--- src/rtl/seq_divider.sv ---
// -----------------------------------------------------------------------------
// seq_divider
//   Multi-cycle radix-2 restoring integer divider (UDIV / SDIV). It produces one
//   quotient bit per clock. A start pulse latches the operands. busy stays high
//   for exactly WIDTH cycles while the quotient is built. done then pulses for
//   one cycle, and the registered results hold until the next op completes.
//   Signed operation divides magnitudes and then fixes the signs: the quotient
//   truncates toward zero and the remainder takes the sign of the dividend.
//   Dividing by zero skips the iteration and returns q=0, r=a, div_zero=1.
//
// Ports
//   clk        in   1      rising-edge clock
//   reset      in   1      synchronous, active-high reset
//   start      in   1      op request, ignored while busy
//   is_signed  in   1      1 = SDIV, 0 = UDIV; sampled with start
//   a          in   WIDTH  dividend; sampled with start
//   b          in   WIDTH  divisor; sampled with start
//   busy       out  1      high while iterating
//   done       out  1      one-cycle pulse, results valid
//   quotient   out  WIDTH  quotient of last completed op
//   remainder  out  WIDTH  remainder of last completed op
//   div_zero   out  1      last completed op had b == 0
//   ALUFlags   out  4      {N,Z,C,V} of quotient; C and V always 0
// -----------------------------------------------------------------------------
module seq_divider #(
  parameter int WIDTH = 32
) (
  input  logic             clk,
  input  logic             reset,
  input  logic             start,
  input  logic             is_signed,
  input  logic [WIDTH-1:0] a,
  input  logic [WIDTH-1:0] b,
  output logic             busy,
  output logic             done,
  output logic [WIDTH-1:0] quotient,
  output logic [WIDTH-1:0] remainder,
  output logic             div_zero,
  output logic [3:0]       ALUFlags
);

  localparam int CW = $clog2(WIDTH);

  typedef enum logic [1:0] {
    S_IDLE,
    S_CALC,
    S_DONE
  } state_t;

  state_t           r_state;
  state_t           w_next;

  logic [WIDTH-1:0] r_rem;      // partial remainder
  logic [WIDTH-1:0] r_dvd;      // dividend shifting out, quotient shifting in
  logic [WIDTH-1:0] r_div;      // divisor magnitude
  logic [CW-1:0]    r_count;    // iterations left after the current one
  logic             r_q_neg;
  logic             r_r_neg;

  logic             w_b_zero;
  logic [WIDTH-1:0] w_a_mag;
  logic [WIDTH-1:0] w_b_mag;
  logic [WIDTH:0]   w_rem_sh;
  logic             w_ge;
  logic [WIDTH-1:0] w_rem_diff;
  logic [WIDTH-1:0] w_rem_next;
  logic [WIDTH-1:0] w_q_mag;
  logic [WIDTH-1:0] w_q_final;
  logic [WIDTH-1:0] w_r_final;
  logic             w_last;

  assign w_b_zero = (b == '0);

  // Negating MIN_INT yields MIN_INT, which is exactly its unsigned magnitude.
  assign w_a_mag = (is_signed && a[WIDTH-1]) ? (~a + 1'b1) : a;
  assign w_b_mag = (is_signed && b[WIDTH-1]) ? (~b + 1'b1) : b;

  // The shifted remainder can reach 2*|b|-1, so it needs one extra bit for
  // the compare. When the compare passes, the difference is below |b| and
  // fits in WIDTH bits, so the low-order subtract is exact.
  assign w_rem_sh   = {r_rem, r_dvd[WIDTH-1]};
  assign w_ge       = (w_rem_sh >= {1'b0, r_div});
  assign w_rem_diff = w_rem_sh[WIDTH-1:0] - r_div;
  assign w_rem_next = w_ge ? w_rem_diff : w_rem_sh[WIDTH-1:0];
  assign w_q_mag    = {r_dvd[WIDTH-2:0], w_ge};
  assign w_last     = (r_count == '0);

  // Negating a zero result gives zero again, so zero is never made negative.
  assign w_q_final = r_q_neg ? (~w_q_mag + 1'b1) : w_q_mag;
  assign w_r_final = r_r_neg ? (~w_rem_next + 1'b1) : w_rem_next;

  // NOTE: every output of a combinational block gets a default before the case,
  // so that no path leaves a signal unassigned and infers a latch.
  always_comb begin
    w_next = r_state;
    busy   = 1'b0;
    done   = 1'b0;
    case (r_state)
      S_IDLE, S_DONE: begin
        done = (r_state == S_DONE);
        if (start) begin
          w_next = w_b_zero ? S_DONE : S_CALC;
        end else begin
          w_next = S_IDLE;
        end
      end
      S_CALC: begin
        busy = 1'b1;
        if (w_last) begin
          w_next = S_DONE;
        end
      end
      default: w_next = S_IDLE;
    endcase
  end

  // NOTE: sequential state uses non-blocking assignments only, so every
  // register samples the values from before the edge, whatever the statement order.
  always_ff @(posedge clk) begin
    if (reset) begin
      // NOTE: the datapath registers are reset along with the control state.
      // The visible results must read zero after reset, and the divider has
      // only a handful of registers.
      r_state   <= S_IDLE;
      r_rem     <= '0;
      r_dvd     <= '0;
      r_div     <= '0;
      r_count   <= '0;
      r_q_neg   <= 1'b0;
      r_r_neg   <= 1'b0;
      quotient  <= '0;
      remainder <= '0;
      div_zero  <= 1'b0;
      ALUFlags  <= 4'b0100;
    end else begin
      r_state <= w_next;
      case (r_state)
        S_IDLE, S_DONE: begin
          if (start) begin
            if (w_b_zero) begin
              quotient  <= '0;
              remainder <= a;
              div_zero  <= 1'b1;
              ALUFlags  <= 4'b0100;
            end else begin
              r_rem   <= '0;
              r_dvd   <= w_a_mag;
              r_div   <= w_b_mag;
              r_q_neg <= is_signed & (a[WIDTH-1] ^ b[WIDTH-1]);
              r_r_neg <= is_signed & a[WIDTH-1];
              r_count <= CW'(WIDTH - 1);
            end
          end
        end
        S_CALC: begin
          r_rem   <= w_rem_next;
          r_dvd   <= w_q_mag;
          r_count <= r_count - 1'b1;
          if (w_last) begin
            quotient  <= w_q_final;
            remainder <= w_r_final;
            div_zero  <= 1'b0;
            ALUFlags  <= {w_q_final[WIDTH-1], (w_q_final == '0), 2'b00};
          end
        end
        default: ;
      endcase
    end
  end

endmodule
--- config.mk ---
export PLATFORM = sky130hd
export DESIGN_NAME = seq_divider
export DESIGN_NICKNAME = d
export VERILOG_FILES = /design/src/rtl/seq_divider.sv
export SDC_FILE = /design/constraint.sdc
export NUM_CORES = 1
export LEC_CHECK = 0
export CORE_MARGIN = 2
export CORE_UTILIZATION = 43
export DETAILED_ROUTE_END_ITERATION = 10
export GPL_TIMING_DRIVEN = 0
export HOLD_SLACK_MARGIN = 0.03
export SYNTH_ARGS = -nofsm -noshare
export SYNTH_HDL_FRONTEND = slang
export SYNTH_SLANG_ARGS = --single-unit
--- constraint.sdc ---
create_clock -name clk -period 5.5 [get_ports clk]
set_input_delay 0.55 -clock clk [delete_from_list [all_inputs] [get_ports clk]]
set_output_delay 0.55 -clock clk [all_outputs]
set_load 0.03 [all_outputs]
==> impl_table.tex <==
\begin{tabular}{lr}
\hline
Metric & Value \\
\hline
\multicolumn{2}{l}{\textbf{Final layout}} \\
Layout overhead on the synthesized area & 21.9\% \\
Proportion of layout cells with a drive suffix above 1 & 0.0767 \\
Count of nets after finishing & 1908 \\
Non-filler instance count after layout & 2191 \\
Commonest non-fill, non-tap cells in the layout & sky130\_fd\_sc\_hd\_\_nor2\_1, sky130\_fd\_sc\_hd\_\_dfxtp\_1, sky130\_fd\_sc\_hd\_\_nand2\_1 \\
Core utilization of the finished layout & 0.535 \\
Leading cell type in the layout, fill and taps excluded & sky130\_fd\_sc\_hd\_\_nor2\_1 \\
Antenna diode count & 0 \\
\multicolumn{2}{l}{\textbf{Floorplanning}} \\
Die outline width & 173 um \\
Die ar. & 29900 um\^{}2 \\
Initial core utilization & 0.439 \\
Floorplan row count & 61 \\
Vertical extent of the die & 173 um \\
Standard cell core area & 27900 um\^{}2 \\
Number of primary I/O pins & 139 \\
\multicolumn{2}{l}{\textbf{STA}} \\
Number of max-slew violations in the final report & 0 \\
Number of failing setup endpoints in the final timing report & 0 \\
Final worst path period need & 5.19 ns \\
Tightest hold margin & 0.452 ns \\
Final worst clock skew & 0.00800 ns \\
Max transition margin & 0.321 \\
Tcrit/Tclk final & 0.944 \\
Number of hold violations in the final report & 0 \\
RSZ-0062 raised after global routing & false \\
Slew at the pin closest to its max-slew limit & 1.01 ns \\
Maximum frequency from static timing analysis & 0.193 GHz \\
\multicolumn{2}{l}{\textbf{Worst setup path}} \\
Setup CP Type & reg2reg \\
Highest fanout seen on the critical path & 19 \\
Startpoint types & flip-flop \\
Required @ worst endpoint & 5.88 ns \\
WP data arrival & 5.58 ns \\
Worst Setup End Kind & flip-flop \\
\multicolumn{2}{l}{\textbf{Drt}} \\
Wirelength per Cell & 22.9 um \\
Per-cell via count in the routed design & 6.07 \\
Antenna Violating Nets Remaining & 0 \\
Iter 0 DRT Violations & 1324 \\
Total iterations of the first detailed-routing run & 8 \\
DRC & 0 \\
Total Routed Length & 50.2 mm \\
Via count of the routed design & 13300 \\
\multicolumn{2}{l}{\textbf{Global route}} \\
GR Util All Layers & 0.328 \\
Overflow after GRT & 0 \\
Pin count of the biggest net entering global routing & 17 \\
Via count of the first global-routing pass & 12400 \\
First-pass GRT wire length & 75.3 mm \\
Number of antenna violations at the first check in global routing & 0 \\
\multicolumn{2}{l}{\textbf{Clocking}} \\
Number of sinks driven by the clock tree & 171 \\
Clk\_lat worst skew & 0.45 ns \\
Max Root-Sink Buffers & 2 \\
Inserted Clock Buffers & 17 \\
Clock slew at reported path FFs & 0.07 ns \\
Number of buffers inserted by hold repair at cts & 0 \\
\# H-tree levels & 4 \\
CTS root buffer & sky130\_fd\_sc\_hd\_\_clkbuf\_16 \\
TritonCTS clock tree & done \\
\multicolumn{2}{l}{\textbf{Synthesis}} \\
Post-synth EDFFs & 0 \\
Sequential fraction of the synthesis area & 0.279 \\
Average size of a mapped cell & 7.45 um\^{}2 \\
Cell area after technology mapping & 12300 um\^{}2 \\
Instance count of the mapped netlist & 1646 \\
Predominant post-synthesis flop cell & sky130\_fd\_sc\_hd\_\_dfxtp\_1 \\
Synth Register Bits & 171 \\
Number of synthesis warnings & 0 \\
Async SR Flop Fraction & 0 \\
Library cells used by synthesis & 89 \\
\multicolumn{2}{l}{\textbf{Power}} \\
Power density over cell area & 399 nW/um\^{}2 \\
Peak supply drop & 0.257 mV \\
Leakage Power & 5.36 nW \\
Final total power & 5.97 mW \\
\multicolumn{2}{l}{\textbf{Placed design}} \\
Number of buffers inserted by port buffering & 136 \\
HPWL after detailed placement & 39.7 mm \\
Count of placed standard cells including taps & 2161 \\
Placer congestion estimate & 0.980 \\
\multicolumn{2}{l}{\textbf{Min path}} \\
Class of the most critical hold timing path & reg2reg \\
\multicolumn{2}{l}{\textbf{Job}} \\
Max cap viols & 0 \\
\multicolumn{2}{l}{\textbf{Run status}} \\
Result of the run & finished clean \\
\hline
\end{tabular}
path summary, 6_finish.rpt:
kind | start | end | slack (ns) | cells after the start
worst min-delay path | r_div[31]$_SDFFE_PP0P_ | r_div[31]$_SDFFE_PP0P_ | 0.45 | 2
worst max register to register | r_rem[17]$_SDFFE_PP0P_ | ALUFlags[2]$_SDFFE_PP1P_ | 0.31 | 21
worst min register to register | r_div[31]$_SDFFE_PP0P_ | r_div[31]$_SDFFE_PP0P_ | 0.45 | 2
worst max-delay path | r_rem[17]$_SDFFE_PP0P_ | ALUFlags[2]$_SDFFE_PP1P_ | 0.31 | 21
registers in the layout, summed over array words and instances, names as in the netlist:
| name | count |
|---|---|
| quotient | 31 |
| r_rem | 32 |
| r_q_neg | 1 |
| ALUFlags | 2 |
| r_dvd | 32 |
| r_r_neg | 1 |
| div_zero | 1 |
| remainder | 32 |
| r_div | 32 |
| r_count | 5 |
| r_state | 2 |
metal layers:
metal / global-route usage / vias up / share of wire
li1: - / 6249 / -
met1: 0.409 / 6345 / 0.42
met2: 0.564 / 588 / 0.47
met3: 0.0526 / 121 / 0.070
met4: 0.129 / 0 / 0.037
met5: 0 / - / 0
Yosys cell counts (7+ instances only):
master | number | share of area
sky130_fd_sc_hd__a2111oi_0 | 10 | 0.0071
sky130_fd_sc_hd__a211oi_1 | 42 | 0.026
sky130_fd_sc_hd__a21o_1 | 14 | 0.0086
sky130_fd_sc_hd__a21oi_1 | 139 | 0.057
sky130_fd_sc_hd__a221oi_1 | 9 | 0.0064
sky130_fd_sc_hd__a22oi_1 | 45 | 0.028
sky130_fd_sc_hd__a31oi_1 | 19 | 0.0097
sky130_fd_sc_hd__and2_1 | 9 | 0.0046
sky130_fd_sc_hd__and3_1 | 13 | 0.0066
sky130_fd_sc_hd__buf_1 | 7 | 0.0021
sky130_fd_sc_hd__buf_4 | 8 | 0.0049
sky130_fd_sc_hd__buf_6 | 8 | 0.0073
sky130_fd_sc_hd__clkbuf_1 | 91 | 0.028
sky130_fd_sc_hd__dfxtp_1 | 171 | 0.28
sky130_fd_sc_hd__ha_1 | 38 | 0.039
sky130_fd_sc_hd__inv_1 | 56 | 0.017
sky130_fd_sc_hd__mux2_2 | 9 | 0.0083
sky130_fd_sc_hd__mux2i_1 | 24 | 0.020
sky130_fd_sc_hd__nand2_1 | 160 | 0.049
sky130_fd_sc_hd__nand2b_1 | 12 | 0.0061
sky130_fd_sc_hd__nand3_1 | 49 | 0.020
sky130_fd_sc_hd__nand4_1 | 13 | 0.0066
sky130_fd_sc_hd__nor2_1 | 227 | 0.069
sky130_fd_sc_hd__nor2b_1 | 8 | 0.0041
sky130_fd_sc_hd__nor3_1 | 34 | 0.014
sky130_fd_sc_hd__nor4_1 | 22 | 0.011
sky130_fd_sc_hd__o211ai_1 | 16 | 0.0098
sky130_fd_sc_hd__o21a_1 | 10 | 0.0061
sky130_fd_sc_hd__o21ai_0 | 67 | 0.027
sky130_fd_sc_hd__o22ai_1 | 12 | 0.0061
sky130_fd_sc_hd__o31ai_1 | 22 | 0.013
sky130_fd_sc_hd__o41ai_1 | 15 | 0.011
sky130_fd_sc_hd__or2_2 | 7 | 0.0036
sky130_fd_sc_hd__or3_1 | 14 | 0.0071
sky130_fd_sc_hd__or4_1 | 17 | 0.010
sky130_fd_sc_hd__xnor2_1 | 66 | 0.047
sky130_fd_sc_hd__xor2_1 | 69 | 0.049
through the flow:
stage / instance area [um^2] / setup TNS, ns / setup WS, ns
after floorplan: 12300 / 0 / 0.532
after global placement: 14100 / -4.18 / -0.982
after detailed placement: 14100 / -3.91 / -1.00
after CTS: 14800 / 0 / 0.00282
after global routing: 15000 / 0 / 0.00418
final: 15000 / 0 / 0.307
power breakdown:
group | internal (mW) | switching (mW)
registers | 1.34 | 0.100
clock network | 0.730 | 0.563
logic | 1.18 | 2.06
total | 3.25 | 2.72
critical path, stage by stage, from the launching register on:
cell,delay (ns)
sky130_fd_sc_hd__dfxtp_1,0.42
sky130_fd_sc_hd__ha_1,0.27
sky130_fd_sc_hd__clkbuf_2,0.21
sky130_fd_sc_hd__a21oi_2,0.24
sky130_fd_sc_hd__o21ai_0,0.17
sky130_fd_sc_hd__a32oi_2,0.29
sky130_fd_sc_hd__o21ba_2,0.18
sky130_fd_sc_hd__buf_6,0.17
sky130_fd_sc_hd__nand2_8,0.11
sky130_fd_sc_hd__inv_2,0.10
sky130_fd_sc_hd__buf_6,0.22
sky130_fd_sc_hd__ha_2,0.26
sky130_fd_sc_hd__nand2_1,0.13
sky130_fd_sc_hd__or3_4,0.43
sky130_fd_sc_hd__nor3_1,0.18
sky130_fd_sc_hd__a21o_1,0.12
sky130_fd_sc_hd__a32oi_1,0.11
sky130_fd_sc_hd__nor4_2,0.36
sky130_fd_sc_hd__nand4_1,0.12
sky130_fd_sc_hd__or4_1,0.46
sky130_fd_sc_hd__or4_4,0.44
sky130_fd_sc_hd__o21ai_1,0.12
cells by family (layout without fill, tap and decap cells):
kind of cell             Yosys count  after routing  synth area share
AO/OA/AOI/OAI                    470            470             0.254
multiplexers                      34             34            0.0288
flip-flops                       171            171             0.279
other                              1              2          0.000306
AND/OR/NAND/NOR                  616            616             0.237
adder cells (fa/ha/maj)           39             39            0.0404
buffers and inverters            180            346            0.0639
XOR/XNOR                         135            135            0.0964
layout make-up:
cell class | count | area, um^2
fillers | 2825 | 13000
multi-input cells | 1296 | 8260
flip-flops and latches | 171 | 3440
repair buffers | 144 | 1420
plain buffers | 113 | 546
well taps | 378 | 473
clock buffers | 19 | 443
inverters | 58 | 218
clock inverters | 12 | 163
repair_timing:
| action | in CTS | in global routing |
|---|---|---|
| resized for setup | 21 | 34 |
| setup buffers | 3 | 5 |
| gates cloned | 0 | 0 |
| pin swaps | 5 | 9 |
| endpoints found under the setup margin | 10 | 10 |
Power figures use the tool's default switching activity.
